### config.mk
export PLATFORM = sky130hd
export DESIGN_NAME = mapper_mem_bridge_flat
export DESIGN_NICKNAME = d
export VERILOG_FILES = /design/src/rtl/mapper_mem_bridge_pkg.sv /design/src/rtl/mapper_mem_bridge_if.sv /design/src/rtl/mapper_mem_bridge.sv /design/src/flat_wrapper.sv
export SDC_FILE = /design/constraint.sdc
export NUM_CORES = 1
export LEC_CHECK = 0
export CAP_MARGIN = 20
export CORE_MARGIN = 5
export CORE_UTILIZATION = 30
export CTS_BUF_LIST = sky130_fd_sc_hd__clkbuf_16
export CTS_CLUSTER_DIAMETER = 50
export DETAILED_ROUTE_END_ITERATION = 6
export PLACE_DENSITY = 0.65
export SKIP_LAST_GASP = 1
export SYNTH_ARGS = -nofsm -noshare
export SYNTH_HDL_FRONTEND = slang
export SYNTH_SLANG_ARGS = --single-unit
### constraint.sdc
create_clock -name clk -period 3.1 [get_ports clk]
set_clock_uncertainty 0.05 [all_clocks]
set_input_delay 0.465 -clock clk [delete_from_list [all_inputs] [get_ports clk]]
set_output_delay 0.465 -clock clk [all_outputs]
set_load 0.005 [all_outputs]
### src/rtl/mapper_mem_bridge_pkg.sv
`default_nettype none
// ============================================================================
// Module   : mapper_mem_bridge_pkg
// Purpose  : Shared mapper package. Holds the bridge state type, the unmapped
//            address marker, the open-bus value and a saturating counter step.
// Revision : 1.0 - initial release
// ============================================================================
package mapper_mem_bridge_pkg;

  // Sequencer states of the mapper-to-memory bridge
  typedef enum logic [1:0] {
    IDLE    = 2'd0,
    RAM     = 2'd1,
    SRAM_RD = 2'd2,
    DONE    = 2'd3
  } bridge_state_t;

  // Mapper address value that marks an unmapped CPU access
  localparam logic [26:0] UNMAPPED_ADDR = 27'h7FFFFFF;

  // Value returned on reads that hit nothing or that timed out
  localparam logic [7:0]  OPEN_BUS      = 8'hFF;

  // 16-bit increment that sticks at all-ones instead of wrapping
  function automatic logic [15:0] sat_inc16(input logic [15:0] v);
    return (v == 16'hFFFF) ? v : v + 16'd1;
  endfunction

endpackage
`default_nettype wire

### src/rtl/mapper_mem_bridge_if.sv
`default_nettype none
// ============================================================================
// Module   : mapper_mem_bridge_if
// Purpose  : Bundle of the CPU/mapper request side, the SDRAM req/ack port and
//            the SRAM port seen by the bridge. The bridge uses the slave
//            modport; the surrounding system (CPU, mapper, memories) uses the
//            master modport.
// Revision : 1.0 - initial release
// ============================================================================
interface mapper_mem_bridge_if #(
  parameter int SRAM_AW = 18
) ();

  // CPU and mapper request side
  logic               cpu_req;
  logic               cpu_rd;
  logic               cpu_wr;
  logic [7:0]         cpu_din;
  logic               map_ram_cs;
  logic               map_sram_cs;
  logic               map_rnw;
  logic [26:0]        map_addr;
  logic               cpu_wait;
  logic [7:0]         cpu_dout;
  logic               cpu_dvalid;

  // SDRAM request/acknowledge port
  logic               ram_req;
  logic               ram_we;
  logic [26:0]        ram_addr;
  logic [7:0]         ram_din;
  logic               ram_ack;
  logic [7:0]         ram_dout;

  // On-chip SRAM port
  logic               sram_we;
  logic [SRAM_AW-1:0] sram_addr;
  logic [7:0]         sram_din;
  logic [7:0]         sram_dout;

  // Status
  logic               err_timeout;
  logic               err_overrun;

  modport slave (
    input  cpu_req, cpu_rd, cpu_wr, cpu_din,
    input  map_ram_cs, map_sram_cs, map_rnw, map_addr,
    output cpu_wait, cpu_dout, cpu_dvalid,
    output ram_req, ram_we, ram_addr, ram_din,
    input  ram_ack, ram_dout,
    output sram_we, sram_addr, sram_din,
    input  sram_dout,
    output err_timeout, err_overrun
  );

  modport master (
    output cpu_req, cpu_rd, cpu_wr, cpu_din,
    output map_ram_cs, map_sram_cs, map_rnw, map_addr,
    input  cpu_wait, cpu_dout, cpu_dvalid,
    input  ram_req, ram_we, ram_addr, ram_din,
    output ram_ack, ram_dout,
    input  sram_we, sram_addr, sram_din,
    output sram_dout,
    input  err_timeout, err_overrun
  );

endinterface
`default_nettype wire

### src/rtl/mapper_mem_bridge.sv
`default_nettype none
// ============================================================================
// Module   : mapper_mem_bridge
// Purpose  : Runs each mapped CPU access against SDRAM (req/ack) or on-chip
//            SRAM (one-cycle read latency), stalls the CPU until read data is
//            ready, returns open-bus for unmapped reads and abandons SDRAM
//            accesses that are never acknowledged.
// Revision : 1.0 - initial release
// ============================================================================
module mapper_mem_bridge
  import mapper_mem_bridge_pkg::*;
#(
  parameter int TIMEOUT = 255,
  parameter int SRAM_AW = 18
) (
  input  logic                clk,
  input  logic                reset_n,
  mapper_mem_bridge_if.slave  bus
);

  localparam logic [15:0] c_TIMEOUT = 16'(TIMEOUT);

  bridge_state_t      state_q;
  logic [15:0]        cnt_q;
  logic [15:0]        cnt_d;
  logic [7:0]         cpu_dout_q;
  logic               cpu_dvalid_q;
  logic               ram_req_q;
  logic               ram_we_q;
  logic [26:0]        ram_addr_q;
  logic [7:0]         ram_din_q;
  logic               sram_we_q;
  logic [SRAM_AW-1:0] sram_addr_q;
  logic [7:0]         sram_din_q;
  logic               err_timeout_q;
  logic               err_overrun_q;
  logic               we_d;
  logic               wait_idle_d;

  // Write qualifier and the zero-latency stall raised while still in IDLE
  always_comb begin
    we_d        = bus.cpu_wr & ~bus.map_rnw;
    wait_idle_d = (state_q == IDLE) & bus.cpu_req &
                  (bus.map_ram_cs | (bus.map_sram_cs & bus.cpu_rd));
    cnt_d       = sat_inc16(cnt_q);
  end

  // Access sequencer: dispatch, SDRAM handshake with timeout, SRAM read, done
  always_ff @(posedge clk) begin
    if (!reset_n) begin
      state_q       <= IDLE;
      cnt_q         <= '0;
      cpu_dout_q    <= OPEN_BUS;
      cpu_dvalid_q  <= 1'b0;
      ram_req_q     <= 1'b0;
      ram_we_q      <= 1'b0;
      ram_addr_q    <= '0;
      ram_din_q     <= '0;
      sram_we_q     <= 1'b0;
      sram_addr_q   <= '0;
      sram_din_q    <= '0;
      err_timeout_q <= 1'b0;
      err_overrun_q <= 1'b0;
    end else begin
      cpu_dvalid_q  <= 1'b0;
      sram_we_q     <= 1'b0;
      // A request while busy is dropped; flag it on the following cycle
      err_overrun_q <= bus.cpu_req & (state_q != IDLE);

      case (state_q)
        IDLE: begin
          if (bus.cpu_req) begin
            if (bus.map_sram_cs) begin
              // SRAM wins when both selects are asserted
              sram_addr_q <= bus.map_addr[SRAM_AW-1:0];
              sram_din_q  <= bus.cpu_din;
              if (we_d) begin
                sram_we_q <= 1'b1;
              end else begin
                state_q   <= SRAM_RD;
              end
            end else if (bus.map_ram_cs) begin
              ram_req_q  <= 1'b1;
              ram_we_q   <= we_d;
              ram_addr_q <= bus.map_addr;
              ram_din_q  <= bus.cpu_din;
              cnt_q      <= '0;
              state_q    <= RAM;
            end else if (!we_d) begin
              // Unmapped read answers open-bus immediately
              cpu_dout_q   <= OPEN_BUS;
              cpu_dvalid_q <= 1'b1;
              state_q      <= DONE;
            end
          end
        end

        RAM: begin
          if (bus.ram_ack) begin
            // An ack on the final counted cycle still wins over the timeout
            ram_req_q <= 1'b0;
            if (!ram_we_q) begin
              cpu_dout_q   <= bus.ram_dout;
              cpu_dvalid_q <= 1'b1;
            end
            state_q <= DONE;
          end else if (cnt_d >= c_TIMEOUT) begin
            ram_req_q     <= 1'b0;
            err_timeout_q <= 1'b1;
            cpu_dout_q    <= OPEN_BUS;
            cpu_dvalid_q  <= ~ram_we_q;
            cnt_q         <= cnt_d;
            state_q       <= DONE;
          end else begin
            cnt_q <= cnt_d;
          end
        end

        SRAM_RD: begin
          cpu_dout_q   <= bus.sram_dout;
          cpu_dvalid_q <= 1'b1;
          state_q      <= DONE;
        end

        DONE: begin
          state_q <= IDLE;
        end

        default: begin
          state_q <= IDLE;
        end
      endcase
    end
  end

  assign bus.cpu_wait    = wait_idle_d | (state_q == RAM) | (state_q == SRAM_RD);
  assign bus.cpu_dout    = cpu_dout_q;
  assign bus.cpu_dvalid  = cpu_dvalid_q;
  assign bus.ram_req     = ram_req_q;
  assign bus.ram_we      = ram_we_q;
  assign bus.ram_addr    = ram_addr_q;
  assign bus.ram_din     = ram_din_q;
  assign bus.sram_we     = sram_we_q;
  assign bus.sram_addr   = sram_addr_q;
  assign bus.sram_din    = sram_din_q;
  assign bus.err_timeout = err_timeout_q;
  assign bus.err_overrun = err_overrun_q;

endmodule
`default_nettype wire

### src/flat_wrapper.sv
// flat-port wrapper written by rule: the top's interface ports become plain ports
module mapper_mem_bridge_flat import mapper_mem_bridge_pkg::*;
#(
  parameter int TIMEOUT = 255,
  parameter int SRAM_AW = 18
)
  (clk, reset_n, bus_cpu_req, bus_cpu_rd, bus_cpu_wr, bus_cpu_din, bus_map_ram_cs, bus_map_sram_cs, bus_map_rnw, bus_map_addr, bus_cpu_wait, bus_cpu_dout, bus_cpu_dvalid, bus_ram_req, bus_ram_we, bus_ram_addr, bus_ram_din, bus_ram_ack, bus_ram_dout, bus_sram_we, bus_sram_addr, bus_sram_din, bus_sram_dout, bus_err_timeout, bus_err_overrun);
  mapper_mem_bridge_if #(.SRAM_AW(SRAM_AW)) bus_i ();
  input  logic clk;
  input  logic reset_n;
  input wire logic [$bits(bus_i.cpu_req)-1:0] bus_cpu_req;
  input wire logic [$bits(bus_i.cpu_rd)-1:0] bus_cpu_rd;
  input wire logic [$bits(bus_i.cpu_wr)-1:0] bus_cpu_wr;
  input wire logic [$bits(bus_i.cpu_din)-1:0] bus_cpu_din;
  input wire logic [$bits(bus_i.map_ram_cs)-1:0] bus_map_ram_cs;
  input wire logic [$bits(bus_i.map_sram_cs)-1:0] bus_map_sram_cs;
  input wire logic [$bits(bus_i.map_rnw)-1:0] bus_map_rnw;
  input wire logic [$bits(bus_i.map_addr)-1:0] bus_map_addr;
  output wire logic [$bits(bus_i.cpu_wait)-1:0] bus_cpu_wait;
  output wire logic [$bits(bus_i.cpu_dout)-1:0] bus_cpu_dout;
  output wire logic [$bits(bus_i.cpu_dvalid)-1:0] bus_cpu_dvalid;
  output wire logic [$bits(bus_i.ram_req)-1:0] bus_ram_req;
  output wire logic [$bits(bus_i.ram_we)-1:0] bus_ram_we;
  output wire logic [$bits(bus_i.ram_addr)-1:0] bus_ram_addr;
  output wire logic [$bits(bus_i.ram_din)-1:0] bus_ram_din;
  input wire logic [$bits(bus_i.ram_ack)-1:0] bus_ram_ack;
  input wire logic [$bits(bus_i.ram_dout)-1:0] bus_ram_dout;
  output wire logic [$bits(bus_i.sram_we)-1:0] bus_sram_we;
  output wire logic [$bits(bus_i.sram_addr)-1:0] bus_sram_addr;
  output wire logic [$bits(bus_i.sram_din)-1:0] bus_sram_din;
  input wire logic [$bits(bus_i.sram_dout)-1:0] bus_sram_dout;
  output wire logic [$bits(bus_i.err_timeout)-1:0] bus_err_timeout;
  output wire logic [$bits(bus_i.err_overrun)-1:0] bus_err_overrun;
  assign bus_i.cpu_req = bus_cpu_req;
  assign bus_i.cpu_rd = bus_cpu_rd;
  assign bus_i.cpu_wr = bus_cpu_wr;
  assign bus_i.cpu_din = bus_cpu_din;
  assign bus_i.map_ram_cs = bus_map_ram_cs;
  assign bus_i.map_sram_cs = bus_map_sram_cs;
  assign bus_i.map_rnw = bus_map_rnw;
  assign bus_i.map_addr = bus_map_addr;
  assign bus_cpu_wait = bus_i.cpu_wait;
  assign bus_cpu_dout = bus_i.cpu_dout;
  assign bus_cpu_dvalid = bus_i.cpu_dvalid;
  assign bus_ram_req = bus_i.ram_req;
  assign bus_ram_we = bus_i.ram_we;
  assign bus_ram_addr = bus_i.ram_addr;
  assign bus_ram_din = bus_i.ram_din;
  assign bus_i.ram_ack = bus_ram_ack;
  assign bus_i.ram_dout = bus_ram_dout;
  assign bus_sram_we = bus_i.sram_we;
  assign bus_sram_addr = bus_i.sram_addr;
  assign bus_sram_din = bus_i.sram_din;
  assign bus_i.sram_dout = bus_sram_dout;
  assign bus_err_timeout = bus_i.err_timeout;
  assign bus_err_overrun = bus_i.err_overrun;
  mapper_mem_bridge #(.TIMEOUT(TIMEOUT), .SRAM_AW(SRAM_AW)) u_core (.clk(clk), .reset_n(reset_n), .bus(bus_i));
endmodule
==> key figures <==
Outcome
  • Outcome: completed

Setup path
  • R2R Path End: u_core.bus.cpu_dout[2]
  • Endpoint class of the critical path: flip-flop
  • Crit path kind: reg2reg
  • Flop-to-flop setup slack: 0.12 ns
  • Worst Reg-to-Reg Cells: 10
  • FF-to-FF Start: u_core.cnt_q[0]
  • Worst Path Arrival: 3.20 ns
  • CP max FO: 8
  • Startpoint Class: flip-flop
  • WP data required: 3.31 ns

Route
  • Via count: 4354
  • Detail Route Antenna Nets: 0
  • DR WL met2: 6144 um
  • Initial detailed-routing violation count: 259
  • DR top layer: met4
  • Router iterations before antenna repair: 4
  • Wire length on met3: 1261 um
  • DRC Markers: 0
  • Total wire length: 13000 um
  • Vias/cell: 5.069
  • DR WL/cell: 15.13 um
  • M1 WL: 5482 um

Synthesis
  • Top FF cell, synth: dfxtp_1
  • Synthesized flop and latch total: 93
  • Synth Net Count: 611
  • Mapped Area: 4260 um2
  • Syn avg cell area: 7.803 um2
  • Synth top cells by count: nand2_1, dfxtp_1, a21oi_1
  • Sequential-to-total area share from yosys stat: 0.4370
  • Area fraction of the dominant cell type after synthesis: 0.4370
  • Fraction of registers with async set or reset after synthesis: 0
  • Ys Warns: 0
  • EDFF count, synth: 0
  • Leading area contributor after synthesis: dfxtp_1
  • Synth area leaders: dfxtp_1, nand2_1, a21oi_1, clkbuf_1, a31oi_1
  • Yosys cell types: 51
  • Post-synthesis instance total: 546
  • Top-count cell post-synth: nand2_1

Clocking
  • H-tree depth: 3
  • Cts bufs inserted: 9
  • CTS clk-pin slew, worst paths: 0.07 ns
  • Worst-Skew Late Latency: 0.34 ns
  • CTS tree: yes
  • Clock Sinks: 93
  • CTS Buffer Depth: 2
  • Hold_buf cts: 0
  • Clock root buffer master: clkbuf_16

Cells and area
  • Fill cells: 1399
  • Final #Nets: 739
  • Layout cells sized above 1: 0.08247
  • Layout area overhead: 43.82%
  • Diode count: 0

Placed design
  • IO buf count: 135
  • Half-perimeter wire length after placement: 9214 um
  • RePlAce Congestion: 0.8392

Pwr
  • Clock power share: 0.288
  • Switching share of power: 0.3255
  • Static Leakage: 2.207 nW
  • Switching power total: 1.214 mW
  • Pint: 2.515 mW
  • Gate power share: 0.325
  • Seq pwr share: 0.386
  • Worst VDD drop: 0.0002770 V
  • Power Density: 608.5 nW/um2

STA
  • Tmin final: 2.981 ns
  • Final period util: 0.9616
  • Setup violators final: 0
  • Slew margin rel.: 0.5640
  • Fin. Hold Viols: 0
  • Setup TNS: 0 ns
  • Pins Over Slew Limit: 0
  • Fmax: 335.5 MHz
  • Hold_ws: 0.4028 ns
  • RSZ-0062 raised after global routing: no
  • Worst-margin pin slew: 0.6540 ns

Flow run
  • Max Cap Violations: 0

Floorplanning
  • I/O pin total: 136
  • Starting Density: 0.3069
  • Rows: 43
  • Die width: 129.2 um
  • Core Area: 13880 um2
  • Die Footprint: 16680 um2
  • Die Y-Extent: 129.2 um

Global route
  • Global Route Usage Sum: 0.1536
  • Initial antenna violation count: 0
  • Largest net degree at the start of global routing: 58
  • First-pass GRT wire length: 21100 um
  • Total congestion overflow: 0
  • Vias in the first global route: 4331

Hold path
  • Hold Crit Start: u_core.bus.err_timeout
  • Hold EP: u_core.bus.err_timeout
  • Hold Path Class: reg2reg
  • Worst Hold Depth: 2
## power by group through the flow
stage	clock [mW]	sequential (mW)	combinational, mW
4_1_cts	1.10	1.44	1.21
3_5_place_dp	0	1.47	1.21
2_1_floorplan	0	1.46	0.633
5_1_grt	1.15	1.46	1.34
3_3_place_gp	0	1.46	1.19
6_report	1.07	1.44	1.21
## metrics by stage
step	power, mW	utilization	std cells	setup WS, ns	instance area [um2]
detailed placement	2.675	0.4187	840	0.03070	5812
floorplan	2.092	-	546	0.3297	4260
finish	3.728	0.4414	859	0.1191	6127
global placement	2.650	0.4187	840	0.1589	5812
CTS	3.754	0.4394	856	0.02801	6100
global route	3.954	0.4414	859	0.01623	6127
## critical path, stage by stage, from the launching register on
cell and delay, ns:
dfxtp_2 0.39, ha_2 0.23, nand3_2 0.13, or4_4 0.62, mux2_4 0.32, a221o_1 0.29
nor3b_4 0.28, buf_4 0.17, o41ai_4 0.07, buf_4 0.18, a31oi_1 0.18
## cell families (layout without fill, tap and decap cells)
family	Yosys count	in the layout	share of synthesized area
AND/OR/NAND/NOR	224	224	0.2361
AO/OA/AOI/OAI	157	157	0.2314
flip-flops	93	93	0.4370
buffers and inverters	58	191	0.05873
multiplexers	6	6	0.01586
adder cells (fa/ha/maj)	5	5	0.01468
XOR/XNOR	3	3	0.006169
## routing by layer
layer / up-vias / global-route usage
met2: 121 / 0.2549
li1: 2164 / -
met3: 10 / 0.07585
met1: 2059 / 0.1789
met5: - / 0
met4: 0 / 0.03582
## how the worst max path moves through the flow
stage / endpoint / slack, ns / start
after floorplan: u_core.bus.cpu_dvalid / 0.33 / u_core.cnt_q[0]
after global placement: u_core.bus.cpu_dout[1] / 0.16 / u_core.cnt_q[0]
after detailed placement: u_core.bus.cpu_dout[2] / 0.03 / u_core.cnt_q[0]
after CTS: u_core.bus.cpu_dout[2] / 0.03 / u_core.cnt_q[0]
after global routing: u_core.bus.cpu_dout[7] / 0.02 / u_core.cnt_q[0]
final: u_core.bus.cpu_dout[2] / 0.12 / u_core.cnt_q[0]
## layout make-up
class / instances / area, um2 / share of cell area
timing repair buffer: 157 / 1529 / 0.2495
sequential: 93 / 1864 / 0.3043
clock inverter: 7 / 62.56 / 0.01021
inverter: 18 / 67.56 / 0.01103
tap: 180 / 225.2 / 0.03676
clock buffer: 9 / 225.2 / 0.03676
multi-input combinational: 395 / 2153 / 0.3514
## timing repair
item,in CTS,in global routing
endpoints found under the setup margin,0,12
setup buffers,0,3
gates resized for setup,0,3
## cell usage in the layout, fill, tap and decap left out, types with 2 or more instances in the layout
| master | instances |
|---|---|
| nand2_1 | 153 |
| clkdlybuf4s50_1 | 135 |
| dfxtp_1 | 91 |
| a21oi_1 | 79 |
| buf_4 | 21 |
| nor2_1 | 18 |
| inv_1 | 17 |
| o21ai_0 | 16 |
| a31oi_1 | 15 |
| nand3_1 | 9 |
| a22o_1 | 9 |
| a221o_1 | 9 |
| clkbuf_16 | 9 |
| o22ai_1 | 8 |
| nand4_1 | 7 |
| nor3_1 | 7 |
| and3_1 | 7 |
| a311oi_1 | 6 |
| nor2b_1 | 4 |
| ha_1 | 4 |
| a22oi_1 | 3 |
| nand2b_1 | 3 |
| mux2i_1 | 3 |
| o211ai_1 | 3 |
| inv_6 | 3 |
| nand4_2 | 2 |
| mux2_2 | 2 |
| xnor2_1 | 2 |
| nor3b_1 | 2 |
| o31ai_1 | 2 |
| or4_1 | 2 |
| inv_8 | 2 |
| dfxtp_2 | 2 |
## registers in the layout, summed over array words and instances (netlist names), 2 cells and up
signal / flops
u_core.bus.ram_addr: 27
u_core.bus.sram_addr: 18
u_core.cnt_q: 16
u_core.bus.cpu_dout: 8
u_core.bus.ram_din: 8
u_core.bus.sram_din: 8
u_core.state_q: 2
Note: power is estimated with default switching activity, not from simulation.
